[src/rtl/tl_sbus_edge_buffer_if.sv]
// TileLink-UL A/D channel bundle between the width-widget coupler and the slave port.
// master drives A and consumes D; slave consumes A and drives D.
interface tl_sbus_edge_buffer_if;
    // Handshake: a beat transfers on a rising clock edge where valid && ready are both 1.
    // Once valid rises it stays high with stable bits until that transfer happens, and
    // valid never waits on ready.
    logic        a_ready;
    logic        a_valid;
    logic [2:0]  a_bits_opcode;
    logic [2:0]  a_bits_param;
    logic [3:0]  a_bits_size;
    logic        a_bits_source;
    logic [31:0] a_bits_address;
    logic [7:0]  a_bits_mask;
    logic [63:0] a_bits_data;
    logic        a_bits_corrupt;

    logic        d_ready;
    logic        d_valid;
    logic [2:0]  d_bits_opcode;
    logic [1:0]  d_bits_param;
    logic [3:0]  d_bits_size;
    logic        d_bits_source;
    logic [1:0]  d_bits_sink;
    logic        d_bits_denied;
    logic [63:0] d_bits_data;
    logic        d_bits_corrupt;

    modport master (
        input  a_ready,
        output a_valid, a_bits_opcode, a_bits_param, a_bits_size, a_bits_source,
               a_bits_address, a_bits_mask, a_bits_data, a_bits_corrupt,
        output d_ready,
        input  d_valid, d_bits_opcode, d_bits_param, d_bits_size, d_bits_source,
               d_bits_sink, d_bits_denied, d_bits_data, d_bits_corrupt
    );

    modport slave (
        output a_ready,
        input  a_valid, a_bits_opcode, a_bits_param, a_bits_size, a_bits_source,
               a_bits_address, a_bits_mask, a_bits_data, a_bits_corrupt,
        input  d_ready,
        output d_valid, d_bits_opcode, d_bits_param, d_bits_size, d_bits_source,
               d_bits_sink, d_bits_denied, d_bits_data, d_bits_corrupt
    );
endinterface

[src/rtl/tl_sbus_edge_buffer.sv]
// Decoupling buffer on the bus-crossing path: one independent circular FIFO per TileLink
// channel (A in->out, D out->in), so no ready/valid path crosses the block combinationally.

module tl_sbus_edge_buffer_fifo #(
    parameter int WIDTH = 1,
    parameter int DEPTH = 2
) (
    input  logic             clock,
    input  logic             reset,
    input  logic             enq_valid,
    output logic             enq_ready,
    input  logic [WIDTH-1:0] enq_bits,
    output logic             deq_valid,
    input  logic             deq_ready,
    output logic [WIDTH-1:0] deq_bits
);
    localparam int PW = (DEPTH > 1) ? $clog2(DEPTH) : 1;
    localparam int CW = $clog2(DEPTH + 1);
    localparam logic [PW-1:0] LAST = PW'(DEPTH - 1);
    localparam logic [CW-1:0] FULL = CW'(DEPTH);

    logic [WIDTH-1:0] mem [DEPTH];
    logic [PW-1:0]    wptr;
    logic [PW-1:0]    rptr;
    logic [CW-1:0]    count;
    logic             enq_fire;
    logic             deq_fire;

    // Flags come from the registered count only; a full FIFO refuses a beat even
    // when a dequeue happens in the same cycle.
    assign enq_ready = (count != FULL);
    assign deq_valid = (count != '0);
    assign enq_fire  = enq_valid && enq_ready;
    assign deq_fire  = deq_valid && deq_ready;
    assign deq_bits  = mem[rptr];

    always_ff @(posedge clock or negedge reset) begin
        if (!reset) begin
            wptr  <= '0;
            rptr  <= '0;
            count <= '0;
        end else begin
            if (enq_fire) begin
                wptr <= (wptr == LAST) ? '0 : wptr + PW'(1);
            end
            if (deq_fire) begin
                rptr <= (rptr == LAST) ? '0 : rptr + PW'(1);
            end
            case ({enq_fire, deq_fire})
                2'b10:   count <= count + CW'(1);
                2'b01:   count <= count - CW'(1);
                default: count <= count;
            endcase
        end
    end

    // Payload storage carries no reset; entries are only read while counted valid.
    always_ff @(posedge clock) begin
        if (enq_fire) begin
            mem[wptr] <= enq_bits;
        end
    end
endmodule

module tl_sbus_edge_buffer #(
    parameter int A_DEPTH = 2,
    parameter int D_DEPTH = 2
) (
    input  logic                  clock,
    input  logic                  reset,
    tl_sbus_edge_buffer_if.slave  auto_in,
    tl_sbus_edge_buffer_if.master auto_out
);
    localparam int A_W = 116;
    localparam int D_W = 78;

    logic [A_W-1:0] a_enq_bits;
    logic [A_W-1:0] a_deq_bits;
    logic [D_W-1:0] d_enq_bits;
    logic [D_W-1:0] d_deq_bits;

    // Fields are carried as one flat word; packing and unpacking use the same order.
    assign a_enq_bits = {auto_in.a_bits_opcode, auto_in.a_bits_param, auto_in.a_bits_size,
                         auto_in.a_bits_source, auto_in.a_bits_address, auto_in.a_bits_mask,
                         auto_in.a_bits_data, auto_in.a_bits_corrupt};

    assign {auto_out.a_bits_opcode, auto_out.a_bits_param, auto_out.a_bits_size,
            auto_out.a_bits_source, auto_out.a_bits_address, auto_out.a_bits_mask,
            auto_out.a_bits_data, auto_out.a_bits_corrupt} = a_deq_bits;

    assign d_enq_bits = {auto_out.d_bits_opcode, auto_out.d_bits_param, auto_out.d_bits_size,
                         auto_out.d_bits_source, auto_out.d_bits_sink, auto_out.d_bits_denied,
                         auto_out.d_bits_data, auto_out.d_bits_corrupt};

    assign {auto_in.d_bits_opcode, auto_in.d_bits_param, auto_in.d_bits_size,
            auto_in.d_bits_source, auto_in.d_bits_sink, auto_in.d_bits_denied,
            auto_in.d_bits_data, auto_in.d_bits_corrupt} = d_deq_bits;

    tl_sbus_edge_buffer_fifo #(
        .WIDTH (A_W),
        .DEPTH (A_DEPTH)
    ) a_fifo (
        .clock     (clock),
        .reset     (reset),
        .enq_valid (auto_in.a_valid),
        .enq_ready (auto_in.a_ready),
        .enq_bits  (a_enq_bits),
        .deq_valid (auto_out.a_valid),
        .deq_ready (auto_out.a_ready),
        .deq_bits  (a_deq_bits)
    );

    // Responses flow the other way: the slave side fills, the coupler side drains.
    tl_sbus_edge_buffer_fifo #(
        .WIDTH (D_W),
        .DEPTH (D_DEPTH)
    ) d_fifo (
        .clock     (clock),
        .reset     (reset),
        .enq_valid (auto_out.d_valid),
        .enq_ready (auto_out.d_ready),
        .enq_bits  (d_enq_bits),
        .deq_valid (auto_in.d_valid),
        .deq_ready (auto_in.d_ready),
        .deq_bits  (d_deq_bits)
    );
endmodule

[src/flat_wrapper.sv]
// flat-port wrapper written by rule: the top's interface ports become plain ports
module tl_sbus_edge_buffer_flat 
#(
    parameter int A_DEPTH = 2,
    parameter int D_DEPTH = 2
)
  (clock, reset, auto_in_a_ready, auto_in_a_valid, auto_in_a_bits_opcode, auto_in_a_bits_param, auto_in_a_bits_size, auto_in_a_bits_source, auto_in_a_bits_address, auto_in_a_bits_mask, auto_in_a_bits_data, auto_in_a_bits_corrupt, auto_in_d_ready, auto_in_d_valid, auto_in_d_bits_opcode, auto_in_d_bits_param, auto_in_d_bits_size, auto_in_d_bits_source, auto_in_d_bits_sink, auto_in_d_bits_denied, auto_in_d_bits_data, auto_in_d_bits_corrupt, auto_out_a_ready, auto_out_a_valid, auto_out_a_bits_opcode, auto_out_a_bits_param, auto_out_a_bits_size, auto_out_a_bits_source, auto_out_a_bits_address, auto_out_a_bits_mask, auto_out_a_bits_data, auto_out_a_bits_corrupt, auto_out_d_ready, auto_out_d_valid, auto_out_d_bits_opcode, auto_out_d_bits_param, auto_out_d_bits_size, auto_out_d_bits_source, auto_out_d_bits_sink, auto_out_d_bits_denied, auto_out_d_bits_data, auto_out_d_bits_corrupt);
  tl_sbus_edge_buffer_if auto_in_i ();
  tl_sbus_edge_buffer_if auto_out_i ();
  input  logic clock;
  input  logic reset;
  output wire logic [$bits(auto_in_i.a_ready)-1:0] auto_in_a_ready;
  input wire logic [$bits(auto_in_i.a_valid)-1:0] auto_in_a_valid;
  input wire logic [$bits(auto_in_i.a_bits_opcode)-1:0] auto_in_a_bits_opcode;
  input wire logic [$bits(auto_in_i.a_bits_param)-1:0] auto_in_a_bits_param;
  input wire logic [$bits(auto_in_i.a_bits_size)-1:0] auto_in_a_bits_size;
  input wire logic [$bits(auto_in_i.a_bits_source)-1:0] auto_in_a_bits_source;
  input wire logic [$bits(auto_in_i.a_bits_address)-1:0] auto_in_a_bits_address;
  input wire logic [$bits(auto_in_i.a_bits_mask)-1:0] auto_in_a_bits_mask;
  input wire logic [$bits(auto_in_i.a_bits_data)-1:0] auto_in_a_bits_data;
  input wire logic [$bits(auto_in_i.a_bits_corrupt)-1:0] auto_in_a_bits_corrupt;
  input wire logic [$bits(auto_in_i.d_ready)-1:0] auto_in_d_ready;
  output wire logic [$bits(auto_in_i.d_valid)-1:0] auto_in_d_valid;
  output wire logic [$bits(auto_in_i.d_bits_opcode)-1:0] auto_in_d_bits_opcode;
  output wire logic [$bits(auto_in_i.d_bits_param)-1:0] auto_in_d_bits_param;
  output wire logic [$bits(auto_in_i.d_bits_size)-1:0] auto_in_d_bits_size;
  output wire logic [$bits(auto_in_i.d_bits_source)-1:0] auto_in_d_bits_source;
  output wire logic [$bits(auto_in_i.d_bits_sink)-1:0] auto_in_d_bits_sink;
  output wire logic [$bits(auto_in_i.d_bits_denied)-1:0] auto_in_d_bits_denied;
  output wire logic [$bits(auto_in_i.d_bits_data)-1:0] auto_in_d_bits_data;
  output wire logic [$bits(auto_in_i.d_bits_corrupt)-1:0] auto_in_d_bits_corrupt;
  input wire logic [$bits(auto_out_i.a_ready)-1:0] auto_out_a_ready;
  output wire logic [$bits(auto_out_i.a_valid)-1:0] auto_out_a_valid;
  output wire logic [$bits(auto_out_i.a_bits_opcode)-1:0] auto_out_a_bits_opcode;
  output wire logic [$bits(auto_out_i.a_bits_param)-1:0] auto_out_a_bits_param;
  output wire logic [$bits(auto_out_i.a_bits_size)-1:0] auto_out_a_bits_size;
  output wire logic [$bits(auto_out_i.a_bits_source)-1:0] auto_out_a_bits_source;
  output wire logic [$bits(auto_out_i.a_bits_address)-1:0] auto_out_a_bits_address;
  output wire logic [$bits(auto_out_i.a_bits_mask)-1:0] auto_out_a_bits_mask;
  output wire logic [$bits(auto_out_i.a_bits_data)-1:0] auto_out_a_bits_data;
  output wire logic [$bits(auto_out_i.a_bits_corrupt)-1:0] auto_out_a_bits_corrupt;
  output wire logic [$bits(auto_out_i.d_ready)-1:0] auto_out_d_ready;
  input wire logic [$bits(auto_out_i.d_valid)-1:0] auto_out_d_valid;
  input wire logic [$bits(auto_out_i.d_bits_opcode)-1:0] auto_out_d_bits_opcode;
  input wire logic [$bits(auto_out_i.d_bits_param)-1:0] auto_out_d_bits_param;
  input wire logic [$bits(auto_out_i.d_bits_size)-1:0] auto_out_d_bits_size;
  input wire logic [$bits(auto_out_i.d_bits_source)-1:0] auto_out_d_bits_source;
  input wire logic [$bits(auto_out_i.d_bits_sink)-1:0] auto_out_d_bits_sink;
  input wire logic [$bits(auto_out_i.d_bits_denied)-1:0] auto_out_d_bits_denied;
  input wire logic [$bits(auto_out_i.d_bits_data)-1:0] auto_out_d_bits_data;
  input wire logic [$bits(auto_out_i.d_bits_corrupt)-1:0] auto_out_d_bits_corrupt;
  assign auto_in_a_ready = auto_in_i.a_ready;
  assign auto_in_i.a_valid = auto_in_a_valid;
  assign auto_in_i.a_bits_opcode = auto_in_a_bits_opcode;
  assign auto_in_i.a_bits_param = auto_in_a_bits_param;
  assign auto_in_i.a_bits_size = auto_in_a_bits_size;
  assign auto_in_i.a_bits_source = auto_in_a_bits_source;
  assign auto_in_i.a_bits_address = auto_in_a_bits_address;
  assign auto_in_i.a_bits_mask = auto_in_a_bits_mask;
  assign auto_in_i.a_bits_data = auto_in_a_bits_data;
  assign auto_in_i.a_bits_corrupt = auto_in_a_bits_corrupt;
  assign auto_in_i.d_ready = auto_in_d_ready;
  assign auto_in_d_valid = auto_in_i.d_valid;
  assign auto_in_d_bits_opcode = auto_in_i.d_bits_opcode;
  assign auto_in_d_bits_param = auto_in_i.d_bits_param;
  assign auto_in_d_bits_size = auto_in_i.d_bits_size;
  assign auto_in_d_bits_source = auto_in_i.d_bits_source;
  assign auto_in_d_bits_sink = auto_in_i.d_bits_sink;
  assign auto_in_d_bits_denied = auto_in_i.d_bits_denied;
  assign auto_in_d_bits_data = auto_in_i.d_bits_data;
  assign auto_in_d_bits_corrupt = auto_in_i.d_bits_corrupt;
  assign auto_out_i.a_ready = auto_out_a_ready;
  assign auto_out_a_valid = auto_out_i.a_valid;
  assign auto_out_a_bits_opcode = auto_out_i.a_bits_opcode;
  assign auto_out_a_bits_param = auto_out_i.a_bits_param;
  assign auto_out_a_bits_size = auto_out_i.a_bits_size;
  assign auto_out_a_bits_source = auto_out_i.a_bits_source;
  assign auto_out_a_bits_address = auto_out_i.a_bits_address;
  assign auto_out_a_bits_mask = auto_out_i.a_bits_mask;
  assign auto_out_a_bits_data = auto_out_i.a_bits_data;
  assign auto_out_a_bits_corrupt = auto_out_i.a_bits_corrupt;
  assign auto_out_d_ready = auto_out_i.d_ready;
  assign auto_out_i.d_valid = auto_out_d_valid;
  assign auto_out_i.d_bits_opcode = auto_out_d_bits_opcode;
  assign auto_out_i.d_bits_param = auto_out_d_bits_param;
  assign auto_out_i.d_bits_size = auto_out_d_bits_size;
  assign auto_out_i.d_bits_source = auto_out_d_bits_source;
  assign auto_out_i.d_bits_sink = auto_out_d_bits_sink;
  assign auto_out_i.d_bits_denied = auto_out_d_bits_denied;
  assign auto_out_i.d_bits_data = auto_out_d_bits_data;
  assign auto_out_i.d_bits_corrupt = auto_out_d_bits_corrupt;
  tl_sbus_edge_buffer #(.A_DEPTH(A_DEPTH), .D_DEPTH(D_DEPTH)) u_core (.clock(clock), .reset(reset), .auto_in(auto_in_i), .auto_out(auto_out_i));
endmodule
[config.mk]
export PLATFORM = sky130hd
export DESIGN_NAME = tl_sbus_edge_buffer_flat
export DESIGN_NICKNAME = d
export VERILOG_FILES = /design/src/rtl/tl_sbus_edge_buffer_if.sv /design/src/rtl/tl_sbus_edge_buffer.sv /design/src/flat_wrapper.sv
export SDC_FILE = /design/constraint.sdc
export NUM_CORES = 1
export LEC_CHECK = 0
export CAP_MARGIN = 10
export CORE_MARGIN = 2
export CORE_UTILIZATION = 50
export CTS_BUF_LIST = sky130_fd_sc_hd__clkbuf_2
export DETAILED_ROUTE_END_ITERATION = 8
export GPL_TIMING_DRIVEN = 0
export PLACE_DENSITY = 0.91
export SLEW_MARGIN = 20
export SYNTH_ARGS = -nofsm -noshare
export SYNTH_HDL_FRONTEND = slang
export SYNTH_SLANG_ARGS = --single-unit
[constraint.sdc]
create_clock -name clock -period 7.5 [get_ports clock]
set_input_delay 1.5 -clock clock [delete_from_list [all_inputs] [get_ports clock]]
set_output_delay 1.5 -clock clock [all_outputs]
set_load 0.05 [all_outputs]
# Word-level counts from Yosys, hierarchy flattened
# Memories as Yosys holds them, arrays and structs flattened.
# Cells that the tools add are included.
dict set report totals {
  regBits 8
  output_inout_bits 198
  mem_bits_rw 388
  input_bits 200
  mem_count 2
}
dict set report classes {
  eq_ne 6
  mux 10
  addsub 8
  n_reduce_logical 8
}
# memory words word_bits read_ports rd_ports_with_merged_regs wr line_no
set memory_table {}
lappend memory_table {u_core.a_fifo.mem 2 116 1 0 1 tl_sbus_edge_buffer.sv:22} ;# logic [WIDTH-1:0] mem [DEPTH];
lappend memory_table {u_core.d_fifo.mem 2 78 1 0 1 tl_sbus_edge_buffer.sv:22}
# op count
set ops {}
lappend ops {{2-to-1 mux 1 bit} 8}
lappend ops {{one-hot mux 2 bit (2 select lines)} 2}
lappend ops {{nonzero test 2 bit} 4}
lappend ops {{adder 1 bit, second input constant} 4}
lappend ops {{adder 2 x 1 -> 2 bit, second input constant} 2}
lappend ops {{equality test 2 x 1 -> 1 bit, second input constant} 2}
lappend ops {{equality test 2 bit, second input constant} 2}
lappend ops {{logical AND 1 bit} 4}
lappend ops {{inequality test 2 bit, second input constant} 2}
lappend ops {{subtractor 2 x 1 -> 2 bit, second input constant} 2}

# Logic depth before layout (Yosys ltp)
# Gate-level depths: netlist (run 1).
dict set report depth {
  word_depth 4
  mapped_depth 6
  ltp_nobuf 6
}

# By module
# A second synthesis (run 1) with hierarchy kept.
dict set report hier_totals {
  cells_unflattened 638
  hier_area_um2 14536.4
}
# module cells_per_inst n_inst area_each_um2
set by_module_without_submodules {}
lappend by_module_without_submodules {{tl_sbus_edge_buffer_fifo (u_core.a_fifo)} 378 1 8677.1}
lappend by_module_without_submodules {{tl_sbus_edge_buffer_fifo (u_core.d_fifo)} 260 1 5859.4}

# Worst setup path after synthesis (run 1)
# No wires, ideal clock.
dict set report synth_path {
  kind {input to register}
  startpoint {input auto_in_a_valid}
  endpoint {memory u_core.a_fifo.mem[0][0] (netlist name) (enable)}
  cell_stages 2
  path_buffers 0
  slack_ns 0.464
  setup_ns 0.593
  required_ns 6.907
  arrival_time_ns 6.443
  path_cell_list {nand2_1 > nor2_1}
}
dict set report synth_between {
  elab_chain_cells 3
}
# item line_no
set synth_lines {}
lappend synth_lines {{from (decl)} flat_wrapper.sv:13} ;# input wire logic [$bits(auto_in_i.a_valid)-1:0] auto_in_a_valid;
lappend synth_lines {{logical AND 1 bit} tl_sbus_edge_buffer.sv:33} ;# assign enq_fire = enq_valid && enq_ready;
lappend synth_lines {{2-to-1 mux 1 bit} tl_sbus_edge_buffer.sv:59} ;# if (enq_fire) begin
lappend synth_lines {{2-to-1 mux 1 bit (implied by the code)} tl_sbus_edge_buffer.sv:60} ;# mem[wptr] <= enq_bits;
lappend synth_lines {{to (decl)} tl_sbus_edge_buffer.sv:22}
# Every way passes these cells.

# Worst setup path after layout (run 1)
dict set report layout_path {
  startpoint {register u_core.a_fifo.rptr}
  endpoint {output auto_out_a_bits_data[9]}
}
dict set report layout_between {
  elab_chain_cells 1
}
# item line_no
set layout_lines {}
lappend layout_lines {{from (decl)} tl_sbus_edge_buffer.sv:24} ;# logic [PW-1:0] rptr;
lappend layout_lines {{from (signal assigned)} tl_sbus_edge_buffer.sv:47} ;# rptr <= (rptr == LAST) ? '0 : rptr + PW'(1);
lappend layout_lines {{memory read (2 x 116 bit)} n/a}
lappend layout_lines {{to (decl)} flat_wrapper.sv:40} ;# output wire logic [$bits(auto_out_i.a_bits_data)-1:0] auto_out_a_bits_data;
# Every way passes these cells.

==> summary.txt, run 1 <==
Worst setup path
  • Reg2reg setup slack: 5.26 ns
  • RR Startpoint: u_core.d_fifo.count[0]
  • R2R depth: 6
  • FF-to-FF End: u_core.d_fifo.mem[0][72]
  • Crit start category: flip-flop
  • Setup Crit Path Kind: flip-flop to output pin
  • WP data required: 6.00 ns
  • CP Capture Type: output pin
  • Crit-path max FO: 10
  • Data arrival time of the worst path: 2.88 ns

Pwr
  • Sw frac: 41.9%
  • Total design power: 8.93 mW
  • Leakage: 7.15 nW
  • Peak supply drop: 0.299 mV
  • Clock share of power: 15.6%
  • Cell Int Power: 5.19 mW
  • Sequential power share: 35.3%
  • Psw: 3.74 mW
  • PD cells: 443 nW/µm²
  • Combinational power share: 49.1%

Cells and area
  • Final #Nets: 1346
  • Number of fillers in the final layout: 1708
  • Final Cell Area: 20200 µm²
  • Final Util: 70.3%
  • Layout cell share with drive strength beyond 1: 31.3%
  • Fin cells: 1601
  • Area Overhead vs Synth: 38.8%

STA
  • Final hold violation count: 0
  • Unrepaired setup endpoints after global routing: no
  • Post-route clock period utilization: 58.4%
  • FMAX: 0.228 GHz
  • Worst-margin pin slew: 0.646 ns
  • Fin Setup TNS: 0 ns
  • Relative slew margins: 56.8%
  • Final slew viol count: 0
  • Tmin final: 4.38 ns
  • Clk_skew: 0.101 ns
  • # setup viols final: 0

Global route
  • Largest net degree at the start of global routing: 54
  • Initial antenna violation count: 4
  • GRT Overall Usage: 22.6%
  • Vias in the first global route: 8844
  • First-pass GRT wire length: 51.0 mm
  • Global route overflow: 0

Floorplanning
  • # rows: 62
  • Initial Util: 50.6%
  • Die height: 175 µm
  • Die width: 175 µm
  • Num ports: 398
  • DIE AREA: 30500 µm²
  • Core footprint: 28700 µm²

Clock network
  • H-tree Lvls: 3
  • Clk buf depth: 3
  • Post-CTS resize count: 0
  • Post-CTS Repair Setup Buffers: 0
  • CTS sink cnt: 396
  • CTS Hold Bufs: 0
  • Worst skew pair latency: 0.88 ns
  • CTS tree: yes
  • Clock root buffer: clkbuf_2
  • Num CTS Buffers: 96
  • CTS clk-pin slew, worst paths: 0.12 ns

Drt
  • Antenna-violating nets left: 0
  • Via density: 5.03
  • DRC: 0
  • Via Count: 8056
  • First drt pass iteration count: 4
  • Iteration-0 DRC count of the detailed router: 479
  • Drt wl/cell: 21.8 µm
  • Drt total wl: 34.9 mm

Place
  • DP Wirelength: 24.6 mm
  • Final RePlAce weighted congestion: 0.761
  • Placed insts: 1430
  • IO Port Bufs: 397
  • Placed cell areas: 19300 µm²

Min path
  • Hold Crit Class: flip-flop to flip-flop
  • Hold_sp: u_core.a_fifo.count[1]
  • Hold path cells: 1
  • Worst Hold Path EP: u_core.a_fifo.count[1]

Synth
  • Synth Cell Area: 14500 µm²
  • Yosys warnings: 0
  • Synthesized Nets: 840
  • Cells after Synth: 638
  • Post-synthesis sequential area ratio: 81.5%
  • Post-synthesis register bit count: 396
  • Post-synth cell types: 15
  • Mean Syn Cell Area: 22.8 µm²

Job
  • MaxCap Viol Count: 0

Status
  • Status: completed
stage by stage:
step	setup WS [ns]	hold slack [ns]
6_report	3.12	0.508
2_1_floorplan	0.464	0.456
4_1_cts	3.02	0.512
5_1_grt	2.95	0.523
3_3_place_gp	-2.63	0.475
3_5_place_dp	3.90	0.491
critical path: stages (launching register included):
cell and delay, ns:
dfrtp_1 0.36, buf_6 0.14, buf_2 0.30, mux2_2 0.40, clkdlybuf4s50_1 0.79
final cells by class:
cell class                      instances  area [µm²]  share of cell area [%]
Sequential cell                       396       11900                    58.8
Clock buffer                          137         686                    3.40
Tap cell                              384         480                    2.38
Multi-Input combinational cell        220        2550                    12.6
Clock inverter                         33         194                   0.961
Buffer                                 22         160                   0.794
Timing Repair Buffer                  408        4250                    21.1
Antenna cell                            1        2.50                  0.0124
sequential cells by signal, indices dropped and copies added, names as in the netlist:
signal               flops
u_core.a_fifo.count      2
u_core.a_fifo.mem      232
u_core.a_fifo.rptr       1
u_core.a_fifo.wptr       1
u_core.d_fifo.count      2
u_core.d_fifo.mem      156
u_core.d_fifo.rptr       1
u_core.d_fifo.wptr       1
logic make-up (layout without fill, tap and decap cells):
logic type	Yosys count	after routing	synth area share [%]
other cells	0	1	0
simple gates	14	14	0.534
mux	194	194	16.1
buf+inv	22	600	1.10
fa+ha+maj	2	2	0.172
flops	396	396	81.5
xor+xnor	10	10	0.602
cells in the final DEF, fill, tap and decap left out:
cell             instances
bufinv_16                2
mux2_4                  40
buf_16                   7
clkinvlp_4               2
nor2_1                   2
mux2_2                 154
and2_4                   2
buf_2                   14
dfrtp_1                  8
nand2_1                  2
nand2b_1                 2
nor2_4                   2
clkinv_4                 1
or2_2                    2
and3_4                   2
diode_2                  1
edfxtp_1               388
clkinv_2                 4
xor2_1                   4
clkdlybuf4s50_1        397
ha_1                     2
clkinv_1                24
clkbuf_2               137
xnor2_1                  6
buf_6                    8
buf_12                   4
Yosys cell counts:
master | n | area share [%]
and2_4 | 2 | 0.12
and3_1 | 2 | 0.086
buf_2 | 14 | 0.48
buf_6 | 8 | 0.62
dfrtp_1 | 8 | 1.4
edfxtp_1 | 388 | 80
ha_1 | 2 | 0.17
mux2_2 | 154 | 12
mux2_4 | 40 | 4.1
nand2_1 | 2 | 0.052
nand2b_1 | 2 | 0.086
nor2_1 | 4 | 0.10
or2_2 | 2 | 0.086
xnor2_1 | 6 | 0.36
xor2_1 | 4 | 0.24
layer usage:
layer  track usage, %  up-vias  share of wire, %
met5                0        -             0.077
met4             8.89        4               3.2
met3             10.8       72                11
met2             39.3      440                51
met1             23.7     3924                34
li1                 -     3616                 -
worst max path at each step:
stage,slack (ns),endpoint,from,depth (start not counted)
finish,3.12,auto_out_a_bits_data[9],u_core.a_fifo.rptr,4
global route,2.95,auto_out_a_bits_data[9],u_core.a_fifo.rptr,4
CTS,3.02,auto_out_a_bits_data[9],u_core.a_fifo.rptr,4
detailed placement,3.90,u_core.d_fifo.mem[0][22],auto_out_d_valid,6
global placement,-2.63,u_core.a_fifo.mem[0][3],auto_in_a_valid,3
floorplan,0.46,u_core.a_fifo.mem[0][0],auto_in_a_valid,2
power groups by stage:
stage	combinational (mW)	clock, mW	sequential (mW)
2_1_floorplan	2.92	0	3.22
3_3_place_gp	4.22	0	3.27
3_5_place_dp	4.41	0	3.20
4_1_cts	4.42	1.44	3.15
5_1_grt	4.54	1.56	3.19
6_report	4.39	1.40	3.15
Note: power is estimated with default switching activity, not from simulation.
==> run 2, diff against run 1 <==
clock period = 4.2 ns   (was 7.5 ns; I/O delays follow)
==> run 2 against run 1 <==
Net effect:
- routed wire length shrank 4.2%
- power grew 76%
- sequential share of layout area grew 0.36 points
- setup slack worse by 2.7 ns
- combinational power up 78%
- sequential power grew 78%
- clock skew is 0.033 ns lower
- cell area fell by 0.60%
- critical path type unchanged
- highest routed layer is now met4
==> summary.txt, run 2 (synthesized netlist as in run 1, its figures left out) <==
Worst setup path
  • WP data required: 3.36 ns (was 6.00 ns)
  • Worst path bufs/invs: 3 (unchanged)
  • Critical path depth: 4 (unchanged)
  • Crit start category: flip-flop (unchanged)
  • FF-to-FF End: u_core.a_fifo.mem[1][87] (was u_core.d_fifo.mem[0][72])
  • Reg2reg setup slack: 2.12 ns (was 5.26 ns)
  • Data arrival time of the worst path: 2.99 ns (was 2.88 ns)
  • Cell family with most CP delay: buffers and inverters (unchanged)
  • R2R depth: 4 (was 6)
  • Worst path slowest cell: clkdlybuf4s50_1 (unchanged)
  • Crit-path max FO: 10 (unchanged)
  • CP Capture Type: output pin (unchanged)
  • Crit-path max cell delay: 0.81 ns (was 0.79 ns)
  • Setup Crit Path Kind: flip-flop to output pin (unchanged)
  • RR Startpoint: u_core.a_fifo.count[0] (was u_core.d_fifo.count[0])
  • CP Cell Sequence: buf_6 -> buf_2 -> mux2_2 -> clkdlybuf4s50_1 (unchanged)

Clock network
  • H-tree Lvls: 3 (unchanged)
  • CTS tree: yes (unchanged)
  • Worst skew pair latency: 0.85 ns (was 0.88 ns)
  • CTS clk-pin slew, worst paths: 0.10 ns (was 0.12 ns)
  • Clock root buffer: clkbuf_2 (unchanged)
  • Post-CTS resize count: 0 (unchanged)
  • CTS Hold Bufs: 0 (unchanged)
  • Num CTS Buffers: 93 (was 96)
  • Post-CTS Repair Setup Buffers: 0 (unchanged)
  • Clk buf depth: 3 (unchanged)
  • CTS sink cnt: 396 (unchanged)

STA
  • Tmin final: 3.83 ns
  • Clk_skew: 0.0676 ns (was 0.101 ns)
  • WHS: 0.262 ns (was 0.508 ns)
  • Final hold violation count: 0 (unchanged)
  • Relative slew margins: 52.8% (was 56.8%)
  • # setup viols final: 0 (unchanged)
  • FMAX: 0.261 GHz
  • Unrepaired setup endpoints after global routing: no (unchanged)
  • Post-route clock period utilization: 91.1%
  • Fin worst setup slack: 0.372 ns (was 3.12 ns)
  • Final slew viol count: 0 (unchanged)
  • Worst-margin pin slew: 0.706 ns (was 0.646 ns)

Global route
  • First-pass GRT wire length: 49.4 mm (was 51.0 mm)
  • Vias in the first global route: 8695 (was 8844)
  • Global route overflow: 0 (unchanged)
  • Largest net degree at the start of global routing: 53 (was 54)
  • Initial antenna violation count: 2 (was 4)
  • GRT Overall Usage: 21.7% (was 22.6%)

Cells and area
  • Layout cell share with drive strength beyond 1: 30.8% (was 31.3%)
  • Most frequent cells in the layout: 397 x clkdlybuf4s50_1, 388 x edfxtp_1, 154 x mux2_2 (unchanged)
  • Area Overhead vs Synth: 37.9% (was 38.8%)
  • Largest Register: u_core.a_fifo.mem (unchanged)
  • Biggest regs: u_core.a_fifo.mem: 232 flops, u_core.d_fifo.mem: 156 flops (unchanged)
  • Max reg flops: 232 (unchanged)
  • Multi-input logic area: 2550 µm² (unchanged)
  • Fin cells: 1590 (was 1601)
  • Final #Nets: 1343 (was 1346)
  • Number of fillers in the final layout: 1737 (was 1708)
  • FF/Latch Area: 11900 µm² (unchanged)
  • Most common cell after layout, fill and taps aside: clkdlybuf4s50_1 (unchanged)
  • Final Cell Area: 20000 µm² (was 20200 µm²)

Place
  • IO Port Bufs: 397 (unchanged)
  • Placed cell areas: 19300 µm² (about the same)
  • Placement Setup Slack: 1.20 ns (was 3.90 ns)
  • Placed insts: 1430 (unchanged)
  • DP Wirelength: 24.2 mm (was 24.6 mm)
  • Final RePlAce weighted congestion: 0.779 (was 0.761)

Job
  • MaxCap Viol Count: 0 (unchanged)

Drt
  • First drt pass iteration count: 4 (unchanged)
  • Iteration-0 DRC count of the detailed router: 503 (was 479)
  • Via density: 5.01 (was 5.03)
  • DRC: 0 (unchanged)
  • Antenna-violating nets left: 0 (unchanged)
  • Via Count: 7964 (was 8056)
  • Drt wl/cell: 21.0 µm (was 21.8 µm)
  • Drt total wl: 33.4 mm (was 34.9 mm)

Status
  • Status: completed (unchanged)

Pwr
  • PD cells: 783 nW/µm² (was 443 nW/µm²)
  • Peak supply drop: 0.568 mV (was 0.299 mV)
  • Total design power: 15.7 mW (was 8.93 mW)
  • Leakage: 7.08 nW (was 7.15 nW)

Floorplanning
  • Die height: 175 µm (unchanged)
  • # rows: 62 (unchanged)
  • Core footprint: 28700 µm² (unchanged)
  • Initial Util: 50.6% (unchanged)
  • Die width: 175 µm (unchanged)
  • DIE AREA: 30500 µm² (unchanged)
  • Num ports: 398 (unchanged)

Min path
  • Hold Crit Class: primary input to asynchronous set/reset pin (was flip-flop to flip-flop)
[run 2: worst register-to-register path: stages (launching register included)]
cell and delay [ns]:
dfrtp_1 0.42, nand2b_1 0.17, and3_4 0.46, buf_16 0.33
buf_12 0.31
[run 2: final cells by class]
class / count / share of cell area (%)
clock inverters: 31 / 0.711
diodes: 2 / 0.0250
repair buffers: 408 / 21.1
multi-input cells: 220 / 12.7
well taps: 384 / 2.40
clock buffers: 127 / 3.17
flip-flops and latches: 396 / 59.1
plain buffers: 22 / 0.799
[run 2: report_power, final]
part | leakage, nW | internal [mW] | switching [mW]
sequential | 3.70 | 5.38 | 0.230
combinational | 2.79 | 2.87 | 4.94
clock | 0.591 | 0.827 | 1.43
total | 7.08 | 9.08 | 6.61
[run 2: worst max path at each step]
| stage | start | end | slack, ns |
|---|---|---|---|
| 6_report | u_core.a_fifo.rptr | auto_out_a_bits_data[18] | 0.37 |
| 4_1_cts | u_core.a_fifo.rptr | auto_out_a_bits_data[18] | 0.18 |
| 5_1_grt | u_core.a_fifo.rptr | auto_out_a_bits_data[18] | 0.15 |
| 2_1_floorplan | u_core.a_fifo.count[0] | u_core.a_fifo.mem[1][0] | 0.03 |
| 3_5_place_dp | u_core.a_fifo.rptr | auto_out_a_bits_data[18] | 1.20 |
| 3_3_place_gp | auto_in_a_valid | u_core.a_fifo.mem[1][3] | -1.79 |
[run 2: layer usage]
metal / share of wire [%] / vias to the layer above / global-route usage, %
met5: 0 / - / 0
met4: 2.4 / 0 / 7.64
met3: 11 / 55 / 10.1
met2: 52 / 433 / 38.3
met1: 35 / 3879 / 22.6
li1: - / 3597 / -
[run 2: stage by stage]
stage | utilization [%] | TNS, ns
floorplan | - | 0
global placement | 66.2 | -320.25
detailed placement | 67.1 | 0
CTS | 69.8 | 0
global route | 69.9 | 0
finish | 69.9 | 0
==> run 3, diff against run 2 <==
CORE_UTILIZATION = 55   (was 50)
DONT_BUFFER_PORTS = 1   (was not set)
PLACE_DENSITY = 0.78   (was 0.91)
==> run 3 against run 2 <==
Net effect:
- die area down 8.9%
- clock power up 8.8%
- final cell count down 16%
- cell area down 10%
- sequential cell count unchanged
- global-route usage up 0.94 points
- first-iteration DRC count up 44%
==> summary.txt, run 3 (synthesized netlist as in run 1, its figures left out) <==
Clock network
  • Worst skew pair latency: 0.91 ns (was 0.85 ns)
  • CTS tree: yes (unchanged)
  • Clk buf depth: 3 (unchanged)
  • Num CTS Buffers: 91 (was 93)
  • CTS Hold Bufs: 144 (was 0)
  • CTS sink cnt: 396 (unchanged)
  • Post-CTS resize count: 0 (unchanged)
  • CTS clk-pin slew, worst paths: 0.10 ns (about the same)
  • Clock root buffer: clkbuf_2 (unchanged)
  • H-tree Lvls: 3 (unchanged)
  • Post-CTS Repair Setup Buffers: 0 (unchanged)

Cells and area
  • Biggest regs: u_core.a_fifo.mem: 232 flops, u_core.d_fifo.mem: 156 flops (unchanged)
  • Max reg flops: 232 (unchanged)
  • Layout cell share with drive strength beyond 1: 37.2% (was 30.8%)
  • Area Overhead vs Synth: 23.6% (was 37.9%)
  • Most common cell after layout, fill and taps aside: edfxtp_1 (was clkdlybuf4s50_1)
  • FF/Latch Area: 11900 µm² (unchanged)
  • Final Util: 69.2% (was 69.9%)
  • Final #Nets: 1134 (was 1343)
  • Most frequent cells in the layout: 388 x edfxtp_1, 191 x dlygate4sd3_1, 154 x mux2_2 (was 397 x clkdlybuf4s50_1, 388 x edfxtp_1, 154 x mux2_2)
  • Number of fillers in the final layout: 1550 (was 1737)
  • Multi-input logic area: 2550 µm² (unchanged)
  • Largest Register: u_core.a_fifo.mem (unchanged)

Worst setup path
  • Data arrival time of the worst path: 2.24 ns (was 2.99 ns)
  • Setup Crit Path Kind: flip-flop to output pin (unchanged)
  • Crit-path max FO: 10 (unchanged)
  • FF-to-FF End: u_core.a_fifo.mem[0][3] (was u_core.a_fifo.mem[1][87])
  • Crit start category: flip-flop (unchanged)
  • RR Startpoint: u_core.a_fifo.count[0] (unchanged)
  • CP Capture Type: output pin (unchanged)
  • R2R depth: 5 (was 4)
  • WP data required: 3.36 ns (about the same)
  • Reg2reg setup slack: 1.43 ns (was 2.12 ns)
  • Critical Path Start: u_core.d_fifo.rptr (was u_core.a_fifo.rptr)
  • CP endpoint: auto_in_d_bits_data[63] (was auto_out_a_bits_data[18])

Pwr
  • Clock share of power: 17.1% (was 14.4%)
  • Sequential power share: 39.4% (was 35.8%)
  • Sw frac: 45.1% (was 42.1%)
  • Cell Int Power: 7.89 mW (was 9.08 mW)
  • Leakage: 6.34 nW (was 7.08 nW)
  • Combinational power share: 43.5% (was 49.8%)
  • Psw: 6.49 mW (was 6.61 mW)
  • Total design power: 14.4 mW (was 15.7 mW)
  • PD cells: 800 nW/µm² (was 783 nW/µm²)
  • Peak supply drop: 0.536 mV (was 0.568 mV)

STA
  • FMAX: 0.325 GHz (was 0.261 GHz)
  • Relative slew margins: 57.5% (was 52.8%)
  • Worst-margin pin slew: 0.638 ns (was 0.706 ns)
  • Final hold violation count: 0 (unchanged)
  • Clk_skew: 0.132 ns (was 0.0676 ns)
  • Post-route clock period utilization: 73.2% (was 91.1%)
  • Unrepaired setup endpoints after global routing: no (unchanged)
  • # setup viols final: 0 (unchanged)
  • Tmin final: 3.08 ns (was 3.83 ns)
  • Final slew viol count: 0 (unchanged)

Drt
  • Via Count: 7421 (was 7964)
  • Iteration-0 DRC count of the detailed router: 723 (was 503)
  • Drt total wl: 34.4 mm (was 33.4 mm)
  • DRC: 0 (unchanged)
  • Antenna-violating nets left: 0 (unchanged)
  • Drt wl/cell: 25.7 µm (was 21.0 µm)
  • First drt pass iteration count: 5 (was 4)
  • Via density: 5.55 (was 5.01)

Global route
  • Initial antenna violation count: 7 (was 2)
  • Vias in the first global route: 7900 (was 8695)
  • Global route overflow: 0 (unchanged)
  • Largest net degree at the start of global routing: 46 (was 53)
  • First-pass GRT wire length: 46.9 mm (was 49.4 mm)
  • GRT Overall Usage: 22.6% (was 21.7%)

Floorplanning
  • Die width: 167 µm (was 175 µm)
  • Core footprint: 26000 µm² (was 28700 µm²)
  • Die height: 167 µm (was 175 µm)
  • Num ports: 398 (unchanged)
  • Initial Util: 55.9% (was 50.6%)
  • # rows: 59 (was 62)
  • DIE AREA: 27700 µm² (was 30500 µm²)

Place
  • DP Wirelength: 20.0 mm (was 24.2 mm)
  • Final RePlAce weighted congestion: 0.764 (was 0.779)
  • IO Port Bufs: 0 (was 397)

Min path
  • Hold_sp: auto_out_d_bits_data[13]
  • Hold Crit Class: primary input to flip-flop (was primary input to asynchronous set/reset pin)

Status
  • Status: completed (unchanged)

Job
  • MaxCap Viol Count: 0 (unchanged)
run 3: worst max-delay path, cell delays in order (launching register included):
cell,delay [ns]
dfrtp_1,0.35
buf_6,0.14
buf_2,0.32
mux2_2,0.52
run 3: layout make-up:
type	instances	area share, %
multi-input cells	220	14.2
clock buffers	129	3.59
well taps	335	2.33
repair buffers	201	12.0
diodes	7	0.0975
clock inverters	28	0.989
plain buffers	22	0.891
flip-flops and latches	396	65.9
run 3: power by group through the flow:
stage / combinational, mW / clock (mW) / sequential [mW]
after global routing: 6.43 / 2.70 / 5.72
final: 6.25 / 2.46 / 5.66
after detailed placement: 6.03 / 0 / 5.71
after CTS: 6.19 / 2.41 / 5.62
after global placement: 5.77 / 0 / 5.76
after floorplan: 5.21 / 0 / 5.69
run 3: worst min-delay path by stage:
stage,cells after the start,endpoint
floorplan,1,u_core.a_fifo.count[1]
global placement,1,u_core.a_fifo.count[1]
detailed placement,1,u_core.d_fifo.count[1]
CTS,0,u_core.d_fifo.mem[0][50]
global route,0,u_core.d_fifo.mem[1][14]
finish,0,u_core.d_fifo.mem[1][14]
run 3: stage by stage:
| step | TNS (ns) | cell area (µm²) | hold WS, ns | std cells | setup WS, ns |
|---|---|---|---|---|---|
| after detailed placement | 0 | 15200 | 0.495 | 983 | 1.59 |
| after global placement | -136.27 | 15000 | 0.477 | 973 | -1.04 |
| final | 0 | 18000 | 0.0950 | 1338 | 1.12 |
| after floorplan | 0 | 14500 | 0.456 | 638 | 0.0268 |
| after global routing | 0 | 18000 | -0.0230 | 1338 | 0.949 |
| after CTS | 0 | 17500 | 0.0000359 | 1284 | 1.02 |
run 3: layer usage:
layer  global-route usage [%]  share of wire [%]  vias to the layer above
met5                        0                  0                        -
met1                     22.7                 33                     3653
li1                         -                  -                     3186
met2                     39.2                 52                      509
met3                     12.3                 12                       73
met4                     8.92                2.7                        0
==> RTL change: new RTL, flow settings as in run 3 <==
`D_DEPTH` is set to 2 in 2 places; all go to 1.
--- a/src/rtl/tl_sbus_edge_buffer.sv
+++ b/src/rtl/tl_sbus_edge_buffer.sv
@@ -65,5 +65,5 @@
 module tl_sbus_edge_buffer #(
     parameter int A_DEPTH = 2,
-    parameter int D_DEPTH = 2
+    parameter int D_DEPTH = 1
 ) (
     input  logic                  clock,
--- a/src/flat_wrapper.sv
+++ b/src/flat_wrapper.sv
@@ -3,5 +3,5 @@
 #(
     parameter int A_DEPTH = 2,
-    parameter int D_DEPTH = 2
+    parameter int D_DEPTH = 1
 )
   (clock, reset, auto_in_a_ready, auto_in_a_valid, auto_in_a_bits_opcode, auto_in_a_bits_param, auto_in_a_bits_size, auto_in_a_bits_source, auto_in_a_bits_address, auto_in_a_bits_mask, auto_in_a_bits_data, auto_in_a_bits_corrupt, auto_in_d_ready, auto_in_d_valid, auto_in_d_bits_opcode, auto_in_d_bits_param, auto_in_d_bits_size, auto_in_d_bits_source, auto_in_d_bits_sink, auto_in_d_bits_denied, auto_in_d_bits_data, auto_in_d_bits_corrupt, auto_out_a_ready, auto_out_a_valid, auto_out_a_bits_opcode, auto_out_a_bits_param, auto_out_a_bits_size, auto_out_a_bits_source, auto_out_a_bits_address, auto_out_a_bits_mask, auto_out_a_bits_data, auto_out_a_bits_corrupt, auto_out_d_ready, auto_out_d_valid, auto_out_d_bits_opcode, auto_out_d_bits_param, auto_out_d_bits_size, auto_out_d_bits_source, auto_out_d_bits_sink, auto_out_d_bits_denied, auto_out_d_bits_data, auto_out_d_bits_corrupt);
Function: changed (a bounded check fails within 4 cycles, from zero or initial values and one cycle with reset low).
==> RTL change against run 3 <==
Combinational power down 42%. Design area decreased by 31%. Non-clock buffer count down 198. Clock skew decreased by 0.080 ns. Routed wire length shrank 31%. Area after synthesis is 24% lower. Setup slack gained 0.15 ns. Critical path depth is the same. Sequential cell count is 81 lower. Power down 29%.
==> RTL change: results <==
set metrics [dict create \
    status "completed" \
    crit_slowest_cell "mux2_2" \
    first_pass_iters 4 \
    peakVddDrop_v 0.000478 \
    nets 748 \
    clk_latency_ns 0.77 \
    skew_ns 0.0523 \
    drc_errors 0 \
    p_leak_nw 4.29 \
    grt_pass1_wl_mm 33.2 \
    drive_above_1_share_pct 42.0 \
    grt_max_degree 54 \
    totalWireLength_mm 23.9 \
    intPower_mw 6.03 \
    synth_enable_flop_cells 310 \
    path_clk_slew_ns 0.12 \
    wl_met2_mm 12.4 \
    netlist_top_cells_count "310 x edfxtp_1, 86 x mux2_2, 30 x mux2_4, 8 x buf_2" \
    hp-class "primary input to register" \
    maxSlewHeadroom_pct 48.5 \
    cp_top_family "multiplexers" \
    met3_wirelength_mm 3.42 \
    crit_fanout 10 \
    wl_met1_mm 7.24 \
    track_usage_pct 21.8 \
    seq_area_frac_synth_pct 85.3 \
    top_layer_used "met4" \
    place_inst 733 \
    ctsResizeCount 0 \
    crit_start "u_core.a_fifo.rptr$_DFFE_PN0P_" \
    synth_area_leaders "edfxtp_1 84%, mux2_2 8.8%, mux2_4 4.1%, dfrtp_1 1.1%, buf_6 0.51%" \
    synth_fp_nets 661 \
    num_vias 4796 \
    grt_pass1_vias 5232 \
    stdcell_count 875 \
    hold_buffers 1 \
    grt_antenna_before_repair 10 \
    slowest_delay_ns 0.52 \
    reg.largest.list "u_core.a_fifo.mem x232, u_core.d_fifo.mem x78, u_core.a_fifo.count x2" \
    dp_hpwl_mm 16.6 \
    synth-async-reset-ratio_pct 1.59 \
    r2r_start "u_core.a_fifo.count[0]$_DFFE_PN0P_" \
    postSynth.topFlopCell "edfxtp_1" \
    numCtsBuffers 73 \
    min_from "auto_out_d_bits_data[0]" \
    drt_iter0_drc 236 \
    post-cts-setup-buffers 0 \
    avgSynthCellArea_sq_um 24.0 \
    arrival_ns 2.09 \
    gp_congestion 0.860 \
    synth_cell_type_count 18 \
]
[RTL change: cell types whose count changed after synthesis, sizes merged, moves of 3 or more]
cell	change
buf	-9
mux2	-78
edfxtp	-78
xnor2	-3
dfrtp	-3
[RTL change: worst register-to-register path: cells and delay by family, from the launching register on]
family / cells / cell delay, ns
buffers and inverters: 3 / 0.67
and+or+nand+nor: 3 / 1.47
DFF: 1 / 0.41
[RTL change: worst paths after layout]
kind	endpoint	slack [ns]	cells after the start
worst max-delay path	auto_out_a_bits_data[34]	1.27	3
worst min-delay path	u_core.d_fifo.mem[0][1]$_DFFE_PP_	0.11	0
worst max register to register	u_core.a_fifo.mem[0][102]$_DFFE_PP_	1.30	6
worst min register to register	u_core.a_fifo.count[1]$_DFFE_PN0P_	0.50	1
max in group asynchronous	u_core.a_fifo.count[0]$_DFFE_PN0P_	3.62	1
min in group asynchronous	u_core.a_fifo.wptr$_DFFE_PN0P_	0.36	1
[RTL change: cell families after synthesis]
| kind of cell | Yosys count | share of synthesized area (%) |
|---|---|---|
| flip-flops | 315 | 85.3 |
| AO/OA/AOI/OAI | 1 | 0.0679 |
| AND/OR/NAND/NOR | 8 | 0.407 |
| buffers and inverters | 14 | 0.905 |
| adder cells (fa/ha/maj) | 1 | 0.113 |
| XOR/XNOR | 5 | 0.396 |
| multiplexers | 116 | 12.8 |
[RTL change: through the flow]
stage	area, sq um	hold slack [ns]	worst slack [ns]	util (%)	TNS (ns)
final	12400	0.107	1.27	63.5	0
after detailed placement	11600	0.487	1.30	59.2	0
after global placement	11400	0.483	-1.30	58.2	-149.34
after global routing	12400	0.00505	1.11	63.5	0
after CTS	12400	0.00638	1.15	63.2	0
after floorplan	11100	0.456	0.0268	-	0
[RTL change: area by class of cell]
class | count | area, sq um
Inverter | 1 | 3.75
Timing Repair Buffer | 12 | 223
Sequential cell | 315 | 9430
Clock buffer | 97 | 485
Buffer | 13 | 96.3
Antenna cell | 10 | 25.0
Multi-Input combinational cell | 131 | 1550
Clock inverter | 31 | 285
Tap cell | 265 | 332
Fill cell | 1329 | 7160
[RTL change: metal layers]
metal  up-vias  track usage, %
li1       2071               -
met1      2333            19.5
met5         -               0
met2       339            36.3
met3        53            14.5
met4         0            12.8
[RTL change: power by group through the flow]
stage | Sequential [mW] | Combinational [mW] | Clock [mW]
6_report | 4.50 | 3.62 | 2.15
3_5_place_dp | 4.57 | 3.64 | 0
4_1_cts | 4.51 | 3.66 | 2.20
3_3_place_gp | 4.62 | 3.47 | 0
5_1_grt | 4.55 | 3.73 | 2.35
2_1_floorplan | 4.56 | 3.15 | 0
